[src/rtl/spi_cmd_sequencer.sv]
// spi_cmd_sequencer
// Command-level controller that sits behind the SPI byte receiver. Each frame
// (one chip-select low period) carries an opcode byte, a two-byte big-endian
// address and then either write data or dummy bytes that clock out read data.
// Transactions go to a register/memory port: writes use a valid/ready
// handshake and reads use a request pulse followed by an acknowledge pulse.
// Status and read data are returned to the MISO shifter through tx_data/tx_load.

module spi_cmd_sequencer #(
  parameter int ADDR_W = 16
) (
  input  logic              clk,
  input  logic              rst,
  input  logic [7:0]        rx_data,
  input  logic              rx_valid,
  input  logic              frame_end,
  output logic [7:0]        tx_data,
  output logic              tx_load,
  output logic              wr_valid,
  output logic [ADDR_W-1:0] wr_addr,
  output logic [7:0]        wr_data,
  input  logic              wr_ready,
  output logic              rd_req,
  output logic [ADDR_W-1:0] rd_addr,
  input  logic [7:0]        rd_data,
  input  logic              rd_ack,
  output logic              busy,
  output logic              err
);

  localparam logic [7:0] OP_NOP   = 8'h00;
  localparam logic [7:0] OP_WRITE = 8'h01;
  localparam logic [7:0] OP_READ  = 8'h02;

  // S_IDLE waits for the opcode byte. The ADDR states wait for the address
  // bytes. The DATA states handle the payload. S_SKIP (NOP) and S_ERROR
  // swallow the remaining bytes of the frame.
  typedef enum logic [2:0] {
    S_IDLE,
    S_ADDR_HI,
    S_ADDR_LO,
    S_WR_DATA,
    S_RD_DATA,
    S_SKIP,
    S_ERROR
  } state_t;

  // Sequencer state
  state_t            r_state;
  state_t            w_state_nxt;
  logic              r_is_read;
  logic              w_is_read_nxt;

  // Address tracking
  logic [7:0]        r_addr_hi;
  logic [ADDR_W-1:0] r_addr;
  logic [15:0]       w_addr_full;
  logic [ADDR_W-1:0] w_addr_new;
  logic [ADDR_W-1:0] w_addr_eff;
  logic              w_addr_inc;

  // Transaction port registers
  logic              r_wr_valid;
  logic [ADDR_W-1:0] r_wr_addr;
  logic [7:0]        r_wr_data;
  logic              r_rd_req;
  logic [ADDR_W-1:0] r_rd_addr;
  logic              r_rd_pend;

  // MISO feedback
  logic [7:0]        r_tx_data;
  logic              r_tx_load;

  // Status flags
  logic              r_badop;
  logic              r_overrun;

  // Decoded strobes
  logic              w_wr_stuck;
  logic              w_overrun;
  logic              w_rx_ok;
  logic              w_opcode_rx;
  logic              w_badop_set;
  logic              w_addr_hi_ld;
  logic              w_addr_lo_ld;
  logic              w_wr_issue;
  logic              w_rd_issue;

  // A byte overruns the port when the previous write is still waiting for
  // wr_ready or the previous read has not been acknowledged. The ack cycle
  // itself still counts as outstanding: that read data would be too late for
  // the byte that has just started shifting.
  assign w_wr_stuck = r_wr_valid && !wr_ready;
  assign w_overrun  = rx_valid && (w_wr_stuck || r_rd_pend);
  assign w_rx_ok    = rx_valid && !w_overrun;

  // The address advances once per completed transaction. A transaction issued
  // in the same cycle as the previous one completes must already use the
  // advanced address.
  assign w_addr_inc  = (r_wr_valid && wr_ready) || (r_rd_pend && rd_ack);
  assign w_addr_eff  = r_addr + {{(ADDR_W-1){1'b0}}, w_addr_inc};
  assign w_addr_full = {r_addr_hi, rx_data};
  assign w_addr_new  = w_addr_full[ADDR_W-1:0];

  // State register
  // NOTE: sequential blocks use non-blocking assignments so that every
  // register samples the pre-edge values, whatever order the blocks run in.
  always_ff @(posedge clk or posedge rst) begin
    if (rst) begin
      r_state   <= S_IDLE;
      r_is_read <= 1'b0;
    end else begin
      r_state   <= w_state_nxt;
      r_is_read <= w_is_read_nxt;
    end
  end

  // Next-state decode and per-byte action strobes
  // NOTE: every signal gets a default first, so no path through the case
  // statement can leave a value unassigned and infer a latch.
  always_comb begin
    w_state_nxt   = r_state;
    w_is_read_nxt = r_is_read;
    w_opcode_rx   = 1'b0;
    w_badop_set   = 1'b0;
    w_addr_hi_ld  = 1'b0;
    w_addr_lo_ld  = 1'b0;
    w_wr_issue    = 1'b0;
    w_rd_issue    = 1'b0;

    if (w_rx_ok) begin
      unique case (r_state)
        S_IDLE: begin
          w_opcode_rx = 1'b1;
          unique case (rx_data)
            OP_NOP:   w_state_nxt = S_SKIP;
            OP_WRITE: begin
              w_state_nxt   = S_ADDR_HI;
              w_is_read_nxt = 1'b0;
            end
            OP_READ: begin
              w_state_nxt   = S_ADDR_HI;
              w_is_read_nxt = 1'b1;
            end
            default: begin
              w_state_nxt = S_ERROR;
              w_badop_set = 1'b1;
            end
          endcase
        end
        S_ADDR_HI: begin
          w_addr_hi_ld = 1'b1;
          w_state_nxt  = S_ADDR_LO;
        end
        S_ADDR_LO: begin
          w_addr_lo_ld = 1'b1;
          if (r_is_read) begin
            // Prefetch the first location so its data is ready for the next byte.
            w_rd_issue  = 1'b1;
            w_state_nxt = S_RD_DATA;
          end else begin
            w_state_nxt = S_WR_DATA;
          end
        end
        S_WR_DATA: w_wr_issue = 1'b1;
        S_RD_DATA: w_rd_issue = 1'b1;
        default:   ;  // S_SKIP / S_ERROR ignore bytes until frame_end
      endcase
    end

    if (w_overrun) begin
      w_state_nxt = S_ERROR;
    end

    // The byte in the same cycle has already been acted on above; the frame
    // closing always wins the state.
    if (frame_end) begin
      w_state_nxt = S_IDLE;
    end
  end

  // Address capture and post-transaction increment
  always_ff @(posedge clk or posedge rst) begin
    if (rst) begin
      r_addr_hi <= 8'h00;
      r_addr    <= '0;
    end else begin
      if (w_addr_hi_ld) begin
        r_addr_hi <= rx_data;
      end
      if (w_addr_lo_ld) begin
        r_addr <= w_addr_new;
      end else begin
        r_addr <= w_addr_eff;
      end
    end
  end

  // Write port: a request stays up, unchanged, until wr_ready accepts it
  always_ff @(posedge clk or posedge rst) begin
    if (rst) begin
      r_wr_valid <= 1'b0;
      r_wr_addr  <= '0;
      r_wr_data  <= 8'h00;
    end else if (w_wr_issue) begin
      r_wr_valid <= 1'b1;
      r_wr_addr  <= w_addr_eff;
      r_wr_data  <= rx_data;
    end else if (wr_ready) begin
      r_wr_valid <= 1'b0;
    end
  end

  // Read port: one-cycle request pulse, pending until rd_ack
  always_ff @(posedge clk or posedge rst) begin
    if (rst) begin
      r_rd_req  <= 1'b0;
      r_rd_addr <= '0;
      r_rd_pend <= 1'b0;
    end else begin
      r_rd_req <= w_rd_issue;
      if (w_rd_issue) begin
        r_rd_addr <= w_addr_lo_ld ? w_addr_new : w_addr_eff;
        r_rd_pend <= 1'b1;
      end else if (rd_ack) begin
        r_rd_pend <= 1'b0;
      end
    end
  end

  // MISO feedback: the opcode byte returns status, and each read ack returns data
  always_ff @(posedge clk or posedge rst) begin
    if (rst) begin
      r_tx_data <= 8'h00;
      r_tx_load <= 1'b0;
    end else begin
      r_tx_load <= 1'b0;
      if (w_opcode_rx) begin
        r_tx_data <= {6'b0, r_overrun, r_badop};
        r_tx_load <= 1'b1;
      end else if (r_rd_pend && rd_ack) begin
        r_tx_data <= rd_data;
        r_tx_load <= 1'b1;
      end
    end
  end

  // Flags: reported and cleared by each opcode byte; a new event in the same cycle wins
  always_ff @(posedge clk or posedge rst) begin
    if (rst) begin
      r_badop   <= 1'b0;
      r_overrun <= 1'b0;
    end else begin
      r_badop   <= w_badop_set | (r_badop & ~w_opcode_rx);
      r_overrun <= w_overrun | (r_overrun & ~w_opcode_rx);
    end
  end

  assign tx_data  = r_tx_data;
  assign tx_load  = r_tx_load;
  assign wr_valid = r_wr_valid;
  assign wr_addr  = r_wr_addr;
  assign wr_data  = r_wr_data;
  assign rd_req   = r_rd_req;
  assign rd_addr  = r_rd_addr;
  assign busy     = (r_state != S_IDLE) || r_wr_valid || r_rd_pend;
  assign err      = r_overrun | r_badop;

endmodule

[config.mk]
export PLATFORM = sky130hd
export DESIGN_NAME = spi_cmd_sequencer
export DESIGN_NICKNAME = d
export VERILOG_FILES = /design/src/rtl/spi_cmd_sequencer.sv
export SDC_FILE = /design/constraint.sdc
export NUM_CORES = 1
export LEC_CHECK = 0
export ABC_AREA = 1
export BUFFER_PORTS_ARGS = -buffer_cell sky130_fd_sc_hd__buf_4
export CORE_MARGIN = 1.5
export CORE_UTILIZATION = 24
export CTS_CLUSTER_SIZE = 24
export DETAILED_ROUTE_END_ITERATION = 7
export GPL_ROUTABILITY_DRIVEN = 0
export PLACE_DENSITY_LB_ADDON = 0.2
export RECOVER_POWER = 25
export SYNTH_ARGS = -nofsm -noshare
export SYNTH_HDL_FRONTEND = slang
export SYNTH_SLANG_ARGS = --single-unit
[constraint.sdc]
create_clock -name clk -period 4.4 [get_ports clk]
set_input_delay 0.66 -clock clk [delete_from_list [all_inputs] [get_ports clk]]
set_output_delay 0.66 -clock clk [all_outputs]
set_load 0.005 [all_outputs]
==> impl_metrics.env <==
export IMPL_run_status="complete, but fails checks"
export IMPL_violations="max-capacitance violations, max-slew violations"
export IMPL_cap_violations=1
export IMPL_final_common_cell="nand2_1"
export IMPL_grt_setup_unrepaired="no"
export IMPL_synth_area_leaders="dfrtp_1 55%, nand2_1 16%, nand3_1 5.5%, inv_1 4.3%, o21ai_0 3.2%"
export IMPL_clockRootBuffer="clkbuf_16"
export IMPL_fmax_ghz=0.4402
export IMPL_critPathLaunchType="flop"
export IMPL_fin_setup_tns_ns=0
export IMPL_dr_total_vias=3125
export IMPL_synth_top_family_by_area="simple AND/OR/NAND/NOR gates"
export IMPL_synth_area_per_cell_um2=8.303
export IMPL_worstHoldStart="rd_addr[15]"
export IMPL_finalSetupViolations=0
export IMPL_clock_sinks=82
export IMPL_ys_seq_area_share_pct=54.79
export IMPL_nets=549
export IMPL_skew_ns=0.006261
export IMPL_numCtsBuffers=9
export IMPL_hpwl_um=7407
export IMPL_holdBufCountCts=0
export IMPL_synth_cells=451
export IMPL_drt_total_wl_um=9968
export IMPL_initial_core_util_pct=24.63
export IMPL_critPathMaxFanout=11
export IMPL_power_mw=3.295
export IMPL_leakage_nw=2.424
export IMPL_dr_wl_met3_um=630
export IMPL_worst_pin_slew_ns=1.766
export IMPL_chipWidth_um=127.9
export IMPL_wl_met2_um=4517
export IMPL_io_pins=75
export IMPL_arrival_ns=2.49
export IMPL_hold_path_class="flop to flop"
export IMPL_clock_latency_ns=0.33
export IMPL_grt_first_pass_wirelength_um=16300
export IMPL_path_clk_slew_ns=0.06
export IMPL_core_um2=15200
export IMPL_area_growth_pct=26.93
export IMPL_holdPathStages=2
export IMPL_first_iter_violations=193
export IMPL_drive_gt1_share_pct=19.28
export IMPL_cts_resized_gates=0
export IMPL_reg2reg_from="r_rd_pend"
export IMPL_grt_pass1_vias=3174
export IMPL_grt_start_max_net_pins=46
export IMPL_synth_xor_area_share_pct=1.637
export IMPL_ir_drop_v=0.0002244
export IMPL_antenna_found_initial=0
export IMPL_cts_max_level=3
export IMPL_drc=0
export IMPL_grt_ovfl_total=0
export IMPL_drv_slew=39
export IMPL_cts_setup_buffers=0
export IMPL_drt_antenna_violating_nets=0
export IMPL_die_h_um=127.9
export IMPL_hold_viol_final=0
export IMPL_ys_ff_latch=82
export IMPL_synth_area_um2=3745
export IMPL_synthDistinctLibCells=29
export IMPL_cts_tree="built"
export IMPL_top_layer="met4"
export IMPL_dpl_cell_count=702
export IMPL_slew_headroom_pct=-18.38
export IMPL_syn_nets=475
export IMPL_synth_adder_area_share_pct=0.6682
export IMPL_viasPerCell=4.358
export IMPL_grt_total_usage_pct=12.93
export IMPL_die_area_um2=16360
export IMPL_fin_crit_sh_pct=51.63
export IMPL_path_class="flop to flop"
export IMPL_r2r_worst_path_cells=10
export IMPL_rrSetupSlack_ns=2.13
export IMPL_yosysTopAreaCell="dfrtp_1"
export IMPL_fin_cells=717
export IMPL_required_ns=4.62
export IMPL_synth_top_area_share_pct=54.79
export IMPL_cts_buffer_depth=2
export IMPL_yosys_area_share_simple_pct=28.43
export IMPL_r2r_end="r_addr[14]"
export IMPL_fin_crit_ns=2.272
export IMPL_portBuffers=74
export IMPL_final_cell_mix="156 x nand2_1, 82 x dfrtp_1, 60 x buf_4"
export IMPL_hold_end="rd_addr[15]"
export IMPL_rows=45
export IMPL_worst_setup_path_end_kind="flop"
export IMPL_diodes=0
export IMPL_muxShareOfSynthArea_pct=0
export IMPL_synth_compound_area_share_pct=7.618
export IMPL_wire_per_inst_um=13.90
export IMPL_drtPass1Iterations=4
export IMPL_wl_met1_um=4731
export IMPL_power_density_nw_per_um2=693.2
export IMPL_ys_warnings_count=0
critical path: stages (launching register included):
cell and delay, ns:
dfrtp_1 0.40, nand2_1 0.24, o21ai_0 0.18, ha_1 0.23, ha_1 0.19, nand2_1 0.08
nor2_1 0.35, nand3_1 0.12, nand2_1 0.10, nand3_1 0.09, and2_1 0.16
flip-flops by register name, summed over array words and instances, names as in the netlist:
name	count
wr_data	8
tx_load	1
tx_data	8
r_state	3
r_addr	16
r_rd_pend	1
wr_valid	1
rd_req	1
r_addr_hi	8
r_is_read	1
r_overrun	1
r_badop	1
rd_addr	16
wr_addr	16
area by class of cell:
class	instances	area (um^2)
clock buffers	12	246.5
clock inverters	3	40.04
fillers	1623	10450
inverters	48	183.9
multi-input cells	309	1436
flip-flops and latches	82	2052
well taps	188	235.2
repair buffers	75	559.3
where the power goes:
group	internal, mW	total [mW]	switching [mW]
combinational	0.558	1.24	0.681
clock	0.450	0.739	0.289
sequential	1.10	1.32	0.221
total	2.10	3.30	1.19
per-layer routing:
layer | global-route usage [%] | vias to the layer above
li1 | - | 1571
met1 | 17.45 | 1472
met2 | 20.37 | 73
met3 | 4.090 | 9
met4 | 2.776 | 0
met5 | 0 | -
kinds of logic after synthesis:
logic type,count (synthesis)
buffers and inverters,60
AOI/OAI and AO/OA,49
and+or+nand+nor,251
xor gates and xnor gates,7
adders and majority gates,2
DFF,82
synthesized netlist by cell type (all sizes together):
cell / instances
a21boi: 1
a21oi: 5
a31oi: 8
and2: 9
and3: 1
buf: 11
clkbuf: 1
dfrtp: 82
ha: 2
inv: 48
nand2: 159
nand3: 41
nand3b: 1
nand4: 4
nor2: 36
o211ai: 2
o21ai: 33
xnor2: 3
xor2: 4
how the worst max path moves through the flow:
stage,from,endpoint,slack (ns),cells after the start
floorplan,rst,r_addr[0],1.63,1
global placement,rd_ack,r_addr[14],1.81,11
finish,r_rd_pend,r_addr[14],2.13,10
CTS,r_rd_pend,r_addr[14],2.09,10
detailed placement,rd_ack,r_addr[14],1.79,11
global route,r_rd_pend,r_addr[14],1.84,10
per-stage QoR:
stage	util, %	instance area [um^2]	worst slack, ns	hold WS (ns)
global route	31.27	4753	1.839	0.4920
detailed placement	29.41	4471	1.791	0.4640
global placement	29.41	4471	1.814	0.4581
CTS	31.29	4757	2.091	0.4356
finish	31.27	4753	2.128	0.4724
floorplan	-	3745	1.632	0.4654
Power figures use the tool's default switching activity.
